===== config.mk =====
export PLATFORM = sky130hd
export DESIGN_NAME = sfx_sequencer_flat
export DESIGN_NICKNAME = d
export VERILOG_FILES = /design/src/rtl/sfx_if.sv /design/src/rtl/sfx_sequencer.sv /design/src/flat_wrapper.sv
export SDC_FILE = /design/constraint.sdc
export NUM_CORES = 1
export LEC_CHECK = 0
export ABC_AREA = 1
export BUFFER_PORTS_ARGS = -buffer_cell sky130_fd_sc_hd__buf_2
export CORE_UTILIZATION = 25
export DETAILED_ROUTE_END_ITERATION = 6
export GPL_TIMING_DRIVEN = 0
export SLEW_MARGIN = 20
export SYNTH_ARGS = -nofsm -noshare
export SYNTH_HDL_FRONTEND = slang
export SYNTH_SLANG_ARGS = --single-unit

===== constraint.sdc =====
create_clock -name clk -period 4.37 [get_ports clk]
set_input_delay 0.437 -clock clk [delete_from_list [all_inputs] [get_ports clk]]
set_output_delay 0.437 -clock clk [all_outputs]
set_load 0.05 [all_outputs]

===== src/rtl/sfx_if.sv =====
// Game-event requests, mute control and audio/status outputs of the sound-effect sequencer.
interface sfx_if;
   logic       req_flap;
   logic       req_coin;
   logic       req_score;
   logic       req_hit;
   logic       mute;
   logic       audio;
   logic       busy;
   logic [1:0] cur_fx;
   logic       fx_done;

   modport master (
      output req_flap, req_coin, req_score, req_hit, mute,
      input  audio, busy, cur_fx, fx_done
   );

   modport slave (
      input  req_flap, req_coin, req_score, req_hit, mute,
      output audio, busy, cur_fx, fx_done
   );
endinterface


===== src/rtl/sfx_sequencer.sv =====
// Sound-effect sequencer: fixed-priority arbitration with preemption among
// flap/coin/score/hit, each played as one or two square-wave notes.
//
// state | meaning
// IDLE  | nothing playing, audio low
// NOTE0 | first note of cur_fx playing
// NOTE1 | second note of cur_fx playing (coin, score, hit only)
module sfx_sequencer #(
   parameter int CLK_HZ   = 100000000,
   parameter int TICK_DIV = 100000,
   parameter int HP_SHIFT = 0
) (
   input logic  clk,
   input logic  rst,
   sfx_if.slave bus
);

   localparam int PW = (TICK_DIV > 1) ? $clog2(TICK_DIV) : 1;
   localparam logic [PW-1:0] PRESC_TC = PW'(TICK_DIV - 1);

   typedef enum logic [1:0] {IDLE, NOTE0, NOTE1} state_t;

   state_t        state;
   logic [3:0]    pending;
   logic          busy_q;
   logic [1:0]    cur_q;
   logic          done_q;
   logic          phase;
   logic [18:0]   tone_cnt;
   logic [18:0]   hp_tc;
   logic [8:0]    tick_cnt;
   logic [8:0]    dur_q;
   logic [PW-1:0] presc;

   logic [3:0] req, cur_mask, cand, start_mask;
   logic [1:0] top;
   logic       tick, note_end, has_second, preempt, complete, start;

   // Terminal count of the tone counter (half-period minus one), never below zero.
   function automatic logic [18:0] hp_term(input logic [1:0] fx, input logic second);
      logic [18:0] base;
      case ({fx, second})
         3'b000, 3'b001: base = 19'd56818;
         3'b010:         base = 19'd50607;
         3'b011:         base = 19'd37908;
         3'b100:         base = 19'd47755;
         3'b101:         base = 19'd31888;
         3'b110:         base = 19'd227273;
         default:        base = 19'd454545;
      endcase
      base = base >> HP_SHIFT;
      if (base == 19'd0) base = 19'd1;
      return base - 19'd1;
   endfunction

   function automatic logic [8:0] dur_of(input logic [1:0] fx, input logic second);
      logic [8:0] d;
      case ({fx, second})
         3'b000, 3'b001: d = 9'd40;
         3'b010:         d = 9'd60;
         3'b011:         d = 9'd120;
         3'b100:         d = 9'd80;
         3'b101:         d = 9'd80;
         3'b110:         d = 9'd150;
         default:        d = 9'd250;
      endcase
      return d;
   endfunction

   function automatic logic [1:0] top_of(input logic [3:0] c);
      if (c[3])      return 2'd3;
      else if (c[2]) return 2'd2;
      else if (c[1]) return 2'd1;
      else           return 2'd0;
   endfunction

   // Arbitration and note-end decode for the current cycle.
   always_comb begin
      req        = {bus.req_hit, bus.req_score, bus.req_coin, bus.req_flap};
      // A request for the effect already playing is dropped, not queued.
      cur_mask   = busy_q ? (4'b0001 << cur_q) : 4'b0000;
      cand       = pending | (req & ~cur_mask);
      top        = top_of(cand);
      tick       = (presc == PRESC_TC);
      note_end   = busy_q && tick && ((tick_cnt + 9'd1) == dur_q);
      has_second = (state == NOTE0) && (cur_q != 2'd0);
      preempt    = busy_q && (cand != 4'b0000) && (top > cur_q);
      complete   = note_end && !has_second && !preempt;
      start      = ((state == IDLE) && (cand != 4'b0000)) || preempt ||
                   (complete && (cand != 4'b0000));
      start_mask = start ? (4'b0001 << top) : 4'b0000;
   end

   // Sequencer FSM with tone, prescaler and tick counters.
   always_ff @(posedge clk or negedge rst) begin
      if (!rst) begin
         state    <= IDLE;
         pending  <= 4'b0000;
         busy_q   <= 1'b0;
         cur_q    <= 2'd0;
         done_q   <= 1'b0;
         phase    <= 1'b0;
         tone_cnt <= 19'd0;
         hp_tc    <= 19'd0;
         tick_cnt <= 9'd0;
         dur_q    <= 9'd0;
         presc    <= '0;
      end else begin
         pending <= cand & ~start_mask;
         done_q  <= complete;
         if (start) begin
            state    <= NOTE0;
            busy_q   <= 1'b1;
            cur_q    <= top;
            phase    <= 1'b1;
            hp_tc    <= hp_term(top, 1'b0);
            dur_q    <= dur_of(top, 1'b0);
            tone_cnt <= 19'd0;
            presc    <= '0;
            tick_cnt <= 9'd0;
         end else if (note_end && has_second) begin
            state    <= NOTE1;
            phase    <= 1'b1;
            hp_tc    <= hp_term(cur_q, 1'b1);
            dur_q    <= dur_of(cur_q, 1'b1);
            tone_cnt <= 19'd0;
            presc    <= '0;
            tick_cnt <= 9'd0;
         end else if (complete) begin
            state    <= IDLE;
            busy_q   <= 1'b0;
            cur_q    <= 2'd0;
            phase    <= 1'b0;
            tone_cnt <= 19'd0;
            presc    <= '0;
            tick_cnt <= 9'd0;
         end else if (busy_q) begin
            if (tone_cnt == hp_tc) begin
               tone_cnt <= 19'd0;
               phase    <= ~phase;
            end else begin
               tone_cnt <= tone_cnt + 19'd1;
            end
            if (tick) begin
               presc    <= '0;
               tick_cnt <= tick_cnt + 9'd1;
            end else begin
               presc    <= presc + PW'(1);
            end
         end
      end
   end

   assign bus.busy    = busy_q;
   assign bus.cur_fx  = cur_q;
   assign bus.fx_done = done_q;

   // Mute gates only the pin, so the internal phase keeps running underneath.
   // CLK_HZ is informational; a non-positive value is treated as a dead clock.
   if (CLK_HZ > 0) begin : g_audio
      assign bus.audio = phase & ~bus.mute;
   end else begin : g_audio_off
      assign bus.audio = 1'b0;
   end

endmodule


===== src/flat_wrapper.sv =====
// flat-port wrapper written by rule: the top's interface ports become plain ports
module sfx_sequencer_flat 
#(
   parameter int CLK_HZ   = 100000000,
   parameter int TICK_DIV = 100000,
   parameter int HP_SHIFT = 0
)
  (clk, rst, bus_req_flap, bus_req_coin, bus_req_score, bus_req_hit, bus_mute, bus_audio, bus_busy, bus_cur_fx, bus_fx_done);
  sfx_if bus_i ();
  input logic clk;
  input logic rst;
  input wire logic [$bits(bus_i.req_flap)-1:0] bus_req_flap;
  input wire logic [$bits(bus_i.req_coin)-1:0] bus_req_coin;
  input wire logic [$bits(bus_i.req_score)-1:0] bus_req_score;
  input wire logic [$bits(bus_i.req_hit)-1:0] bus_req_hit;
  input wire logic [$bits(bus_i.mute)-1:0] bus_mute;
  output wire logic [$bits(bus_i.audio)-1:0] bus_audio;
  output wire logic [$bits(bus_i.busy)-1:0] bus_busy;
  output wire logic [$bits(bus_i.cur_fx)-1:0] bus_cur_fx;
  output wire logic [$bits(bus_i.fx_done)-1:0] bus_fx_done;
  assign bus_i.req_flap = bus_req_flap;
  assign bus_i.req_coin = bus_req_coin;
  assign bus_i.req_score = bus_req_score;
  assign bus_i.req_hit = bus_req_hit;
  assign bus_i.mute = bus_mute;
  assign bus_audio = bus_i.audio;
  assign bus_busy = bus_i.busy;
  assign bus_cur_fx = bus_i.cur_fx;
  assign bus_fx_done = bus_i.fx_done;
  sfx_sequencer #(.CLK_HZ(CLK_HZ), .TICK_DIV(TICK_DIV), .HP_SHIFT(HP_SHIFT)) u_core (.clk(clk), .rst(rst), .bus(bus_i));
endmodule

==> impl_metrics.json, run 1 <==
{
  "status": "finished, final reports clean",
  "final_common_cell": "nand2_1",
  "path_class": "flop to flop",
  "dp_hpwl_mm": 9.54,
  "syn2layout_area_growth_pct": 14.7,
  "grt_use_total_pct": 13.3,
  "antennaDiodeCount": 0,
  "ir_worst_vdd_mv": 0.224,
  "p_leak_nw": 2.70,
  "layout.cells.most_common_list": "nand2_1 (169), dfrtp_1 (80), inv_1 (73), nor2_1 (68), nand3_1 (49)",
  "grt_pass1_wl_mm": 22.6,
  "drc": 0,
  "routed_via_density": 4.58,
  "hold_viol": 0,
  "die_h_um": 145,
  "wl_per_cell_um": 13.3,
  "cp_slowest_stage_delay_ps": 520,
  "grt_max_degree": 45,
  "fin_crit_ps": 3820,
  "fin_cells": 979,
  "port_buffers": 11,
  "fillers": 2223,
  "vias": 4482,
  "synth_cell_type_count": 40,
  "synth-edff-count": 0,
  "ant_nets": 0,
  "drtIter0Drc": 310,
  "nets": 731,
  "drt-total-wl_mm": 13.0,
  "worstMarginPinSlew_ps": 651,
  "total_power_mw": 3.70,
  "tns_ps": 0,
  "grt_setup_unrepaired": "no",
  "syn_avg_cell_area_um2": 7.55,
  "setup_viol": 0,
  "synthArstFlopShare_pct": 100,
  "synthCells": 681,
  "grt_overflow": 0,
  "path_clk_slew_ps": 60,
  "critical_path_arrival_ps": 4080,
  "syn-cell-area_um2": 5140,
  "drive_above_1_share_pct": 9.59,
  "ctsHoldBuffers": 0,
  "cp_common_cell": "a21oi_1",
  "synthFlopType": "dfrtp_1",
  "core_um2": 20200,
  "gp_congestion": 0.884,
  "slew_headroom_pct": 56.6,
  "yosysWarningCount": 0,
  "rows": 52,
  "synth-seq-area-share_pct": 38.9,
  "maxCapViolations": 0,
  "clock-skew-final_ps": 9.38,
  "cp-start-kind": "flop",
  "synth_seq_cells": 80,
  "grt_pass1_vias": 4482,
  "fmax_mhz": 262,
  "clock_latency_ps": 350,
  "critPathBufInv": 2,
  "placed_cells": 963,
  "root_buffer": "clkbuf_16",
  "cts.path.max_buffers": 2,
  "cp.required_ps": 4630,
  "post_cts_buffers": 0,
  "path_delay_family": "simple AND/OR/NAND/NOR gates",
  "die_area_um2": 21100,
  "antenna_found_initial": 0,
  "multi_input_area_um2": 2710,
  "num_io_pins": 12,
  "seq_area_um2": 2000,
  "timing.final.crit_share_pct": 87.5,
  "worstSetupEndpointType": "flop",
  "cts_tree": "yes",
  "cp_max_fo": 10,
  "drt-pass1-iter-count": 5,
  "htree_levels": 3,
  "cts.sinks": 80,
  "cpMaxStageDelayCell": "clkbuf_1",
  "power_density_nw_per_um2": 626,
  "slew_viol_final": 0,
  "crit_chain": "inv_1 -> ha_1 -> nand2_1 -> a21oi_1 -> a21oi_1 -> ha_1 -> a21oi_1 -> nand2_1 -> nor2_1 -> nor2_2 -> nand3_2 -> nand2_2 -> nand2_4 -> clkbuf_1 -> nand4_1 -> o21ai_1",
  "cts_buffers": 9,
  "start_util_pct": 25.5,
  "hp-class": "primary input to async pin",
  "post_cts_resized": 0,
  "die_w_um": 145,
  "syn-num-nets": 708
}
-- synthesized netlist by cell type, types with 3 or more instances --
| library cell | number | area share, % |
|---|---|---|
| clkbuf_1 | 9 | 0.66 |
| o22ai_1 | 8 | 0.97 |
| a21oi_1 | 11 | 1.1 |
| xor2_1 | 31 | 5.3 |
| nor4_1 | 6 | 0.73 |
| nand3_1 | 49 | 4.8 |
| ha_1 | 20 | 4.9 |
| o21ai_0 | 35 | 3.4 |
| nand2_1 | 169 | 12 |
| nand2_4 | 3 | 0.66 |
| o21ai_1 | 12 | 1.2 |
| nor3_1 | 11 | 1.1 |
| nor2_1 | 68 | 5.0 |
| xnor2_1 | 7 | 1.2 |
| inv_1 | 73 | 5.3 |
| or2_2 | 3 | 0.37 |
| buf_4 | 5 | 0.73 |
| o211ai_1 | 5 | 0.73 |
| o21ai_2 | 9 | 1.5 |
| nand3b_1 | 3 | 0.44 |
| buf_2 | 3 | 0.29 |
| dfrtp_1 | 80 | 39 |
| nand2_2 | 4 | 0.49 |
| nand4_1 | 34 | 4.1 |
| buf_6 | 4 | 0.88 |
-- area by class of cell --
class | instances | share of cell area [%]
multi-input cells | 502 | 46.0
flip-flops and latches | 80 | 33.9
well taps | 270 | 5.73
inverters | 78 | 5.01
clock buffers | 14 | 4.64
plain buffers | 21 | 2.23
repair buffers | 12 | 1.44
clock inverters | 2 | 1.02
-- power by group --
part	leakage, nW	switching [mW]	total, mW	internal (mW)
sequential	1.03	0.123	1.03	0.910
combinational	1.51	1.26	1.80	0.547
clock	0.163	0.311	0.860	0.548
-- cell families (layout without fill, tap and decap cells) --
logic type | count (synthesis) | count (layout) | synth area share (%)
XOR/XNOR | 38 | 38 | 6.47
buffers and inverters | 99 | 127 | 8.30
AND/OR/NAND/NOR | 357 | 357 | 31.4
flip-flops | 80 | 80 | 38.9
multiplexers | 1 | 1 | 0.195
AO/OA/AOI/OAI | 86 | 86 | 9.88
adder cells (fa/ha/maj) | 20 | 20 | 4.87
-- worst paths after layout --
kind / start / to / slack (ps) / cells past startpoint
setup / recovery: u_core.bus.cur_fx[0] / u_core.presc[11] / 550 / 16
hold / removal: rst / u_core.pending[1] / 60 / 1
setup reg to reg: u_core.bus.cur_fx[0] / u_core.presc[11] / 550 / 16
hold reg to reg: u_core.state[0] / u_core.state[0] / 470 / 2
max in group asynchronous: rst / u_core.tick_cnt[8] / 3710 / 2
min in group clk: bus_req_hit / u_core.pending[3] / 410 / 5
-- sequential cells by signal, summed over array words and instances (netlist names) --
register / count
u_core.presc: 17
u_core.dur_q: 5
u_core.bus.busy: 1
u_core.state: 2
u_core.hp_tc: 19
u_core.tone_cnt: 19
u_core.pending: 4
u_core.bus.cur_fx: 2
u_core.phase: 1
u_core.bus.fx_done: 1
u_core.tick_cnt: 9
-- metrics by stage --
step | hold WS, ps | cell area [µm²] | utilization (%) | setup WS, ps
after floorplan | 141 | 5140 | - | 905
after global placement | 457 | 5540 | 27.4 | 615
after detailed placement | 451 | 5570 | 27.6 | 569
after CTS | 73.1 | 5900 | 29.2 | 508
after global routing | 108 | 5900 | 29.2 | 125
final | 59.3 | 5900 | 29.2 | 547
-- metal layers --
| layer | track usage, % | vias up | part of all wire (%) |
|---|---|---|---|
| li1 | - | 2280 | - |
| met1 | 17.8 | 2110 | 50 |
| met2 | 21.4 | 78 | 46 |
| met3 | 3.07 | 14 | 3.0 |
| met4 | 3.95 | 0 | 1.6 |
| met5 | 0 | - | 0 |
No activity file was read; power rests on OpenSTA's default activity.
==> run 2, diff against run 1 <==
--- a/config.mk
+++ b/config.mk
@@ -7,9 +7,10 @@
 export LEC_CHECK = 0
 export ABC_AREA = 1
 export BUFFER_PORTS_ARGS = -buffer_cell sky130_fd_sc_hd__buf_2
-export CORE_UTILIZATION = 25
+export CORE_UTILIZATION = 45
 export DETAILED_ROUTE_END_ITERATION = 6
 export GPL_TIMING_DRIVEN = 0
+export PLACE_DENSITY = 0.67
 export SLEW_MARGIN = 20
 export SYNTH_ARGS = -nofsm -noshare
 export SYNTH_HDL_FRONTEND = slang
==> run 2 against run 1 <==
Net effect:
- register-to-register slack gained 40 ps
- die area shrank 44%
- combinational power is essentially flat
- sequential share of layout area grew 0.95 points
- critical path depth grew 1
- worst hold slack lost 47 ps
- critical endpoint is now u_core.tone_cnt[2]
- largest cell class unchanged
- largest power group unchanged
==> impl_metrics.json, run 2 (same netlist as run 1, synthesis figures left out) <==
{
  "fmax_mhz": 264,
  "post_cts_resized": 0,
  "clockPowerShare_pct": 23.4,
  "tns_ps": 0,
  "largestRegisters": "u_core.hp_tc x19, u_core.tone_cnt x19, u_core.presc x17",
  "fin_crit_ps": 3780,
  "htree_levels": 3,
  "grt_overflow": 0,
  "p_int_mw": 2.01,
  "drive_above_1_share_pct": 9.60,
  "timing.rr.start": "u_core.bus.cur_fx[0]",
  "drtIter0Drc": 274,
  "path_clk_slew_ps": 70,
  "drc": 0,
  "cts.sinks": 80,
  "layout.cells.most_common_list": "nand2_1 (169), dfrtp_1 (80), inv_1 (73), nor2_1 (68), nand3_1 (49)",
  "timing.final.crit_share_pct": 86.6,
  "seq_power_share_pct": 28.0,
  "status": "finished, final reports clean",
  "drt-total-wl_mm": 12.8,
  "vias": 4573,
  "ir_worst_vdd_mv": 0.399,
  "maxCapViolations": 0,
  "cts_buffers": 9,
  "r2r_cells": 17,
  "grt_setup_unrepaired": "no",
  "dp_hpwl_mm": 9.42,
  "antenna_found_initial": 0,
  "die_area_um2": 11900,
  "gp_congestion": 0.901,
  "grt_max_degree": 54,
  "grt_pass1_vias": 4378,
  "clock_latency_ps": 340,
  "clock-skew-final_ps": 10.1,
  "die_w_um": 109,
  "swShare_pct": 45.5,
  "hp-class": "primary input to async pin",
  "routed_via_density": 5.39,
  "start_util_pct": 46.8,
  "core_um2": 11000,
  "setup_viol": 0,
  "r2r_end": "u_core.tone_cnt[2]",
  "postLayoutCoreUtil_pct": 52.2,
  "ant_nets": 0,
  "grt_use_total_pct": 23.5,
  "critical_path_arrival_ps": 4030,
  "worstMarginPinSlew_ps": 613,
  "num_io_pins": 12,
  "final_common_cell": "nand2_1",
  "fillers": 1073,
  "p_leak_nw": 2.70,
  "rows": 38,
  "regToRegSetupSlack_ps": 590,
  "slew_headroom_pct": 58.8,
  "p_switching_mw": 1.68,
  "cp_max_fo": 7,
  "power_density_nw_per_um2": 644,
  "cts.path.max_buffers": 2,
  "port_buffers": 11,
  "total_power_mw": 3.69,
  "cp-start-kind": "flop",
  "post_cts_buffers": 0,
  "worstSetupEndpointType": "flop",
  "p_comb_share_pct": 48.5,
  "nets": 731,
  "antennaDiodeCount": 0,
  "wl_per_cell_um": 15.0,
  "ctsHoldBuffers": 0,
  "hold_viol": 0,
  "path_class": "flop to flop",
  "slew_viol_final": 0,
  "cts_tree": "yes",
  "multi_input_area_um2": 2710,
  "root_buffer": "clkbuf_16",
  "cp.required_ps": 4620,
  "grt_pass1_wl_mm": 21.4,
  "die_h_um": 109,
  "syn2layout_area_growth_pct": 11.6,
  "drt-pass1-iter-count": 5,
  "seq_area_um2": 2000
}
==> run 2: cell types whose count changed in the layout (fill, tap and decap cells not counted), sizes merged <==
cell      delta
bufinv       +1
clkbuf       -4
clkinvlp     +1
clkinv       +1
==> run 2: power groups by stage <==
| stage | clock network, mW | logic [mW] | registers (mW) |
|---|---|---|---|
| after CTS | 0.880 | 1.79 | 1.04 |
| after global routing | 0.901 | 2.00 | 1.05 |
| after floorplan | 0 | 1.27 | 1.06 |
| after detailed placement | 0 | 1.78 | 1.05 |
| after global placement | 0 | 1.76 | 1.04 |
| final | 0.865 | 1.79 | 1.04 |
==> run 2: stage by stage <==
stage               instance area [µm²]  setup WS [ps]  hold WS, ps  cells
finish                             5740            586         12.7    848
global route                       5740            214         49.0    848
CTS                                5740            658         19.3    848
detailed placement                 5400            676          388    833
global placement                   5370            618          461    832
floorplan                          5140            905          141    681
==> run 2: routing by layer <==
| metal | GRT usage, % | vias up | wire [µm] |
|---|---|---|---|
| met3 | 3.53 | 16 | 389 |
| met1 | 32.5 | 2190 | 6200 |
| met2 | 38.0 | 84 | 6010 |
| met5 | 0 | - | 0 |
| met4 | 6.85 | 0 | 146 |
| li1 | - | 2283 | - |
==> run 2: worst max-delay path by stage <==
stage / start / endpoint / slack, ps / depth (start not counted)
6_report: u_core.bus.cur_fx[0] / u_core.tone_cnt[2] / 590 / 17
5_1_grt: u_core.bus.cur_fx[0] / u_core.tick_cnt[7] / 210 / 16
4_1_cts: u_core.bus.cur_fx[0] / u_core.bus.busy / 660 / 15
3_5_place_dp: u_core.bus.cur_fx[0] / u_core.hp_tc[2] / 680 / 21
3_3_place_gp: u_core.bus.cur_fx[0] / u_core.hp_tc[2] / 620 / 19
2_1_floorplan: u_core.bus.cur_fx[0] / u_core.hp_tc[2] / 900 / 21
==> run 2: final cells by class <==
| class | instances | share of cell area, % |
|---|---|---|
| clock buffers | 10 | 3.99 |
| flip-flops and latches | 80 | 34.9 |
| inverters | 78 | 5.15 |
| repair buffers | 12 | 1.48 |
| clock inverters | 5 | 1.85 |
| multi-input cells | 502 | 47.3 |
| plain buffers | 21 | 2.29 |
| well taps | 140 | 3.05 |
==> run 2: worst max-delay path, stage by stage, from the launching register on <==
cell and delay [ps]:
dfrtp_1 480, inv_1 140, ha_1 280, nand2_1 120, a21oi_1 100, a21oi_1 500
ha_1 340, a21oi_1 220, nand2_1 80, nor2_1 220, nor2_2 60, nand3_2 150
o21ai_2 130, nor2_4 200, nand2_1 90, nor2_1 360, nand2_1 100, o21ai_0 110
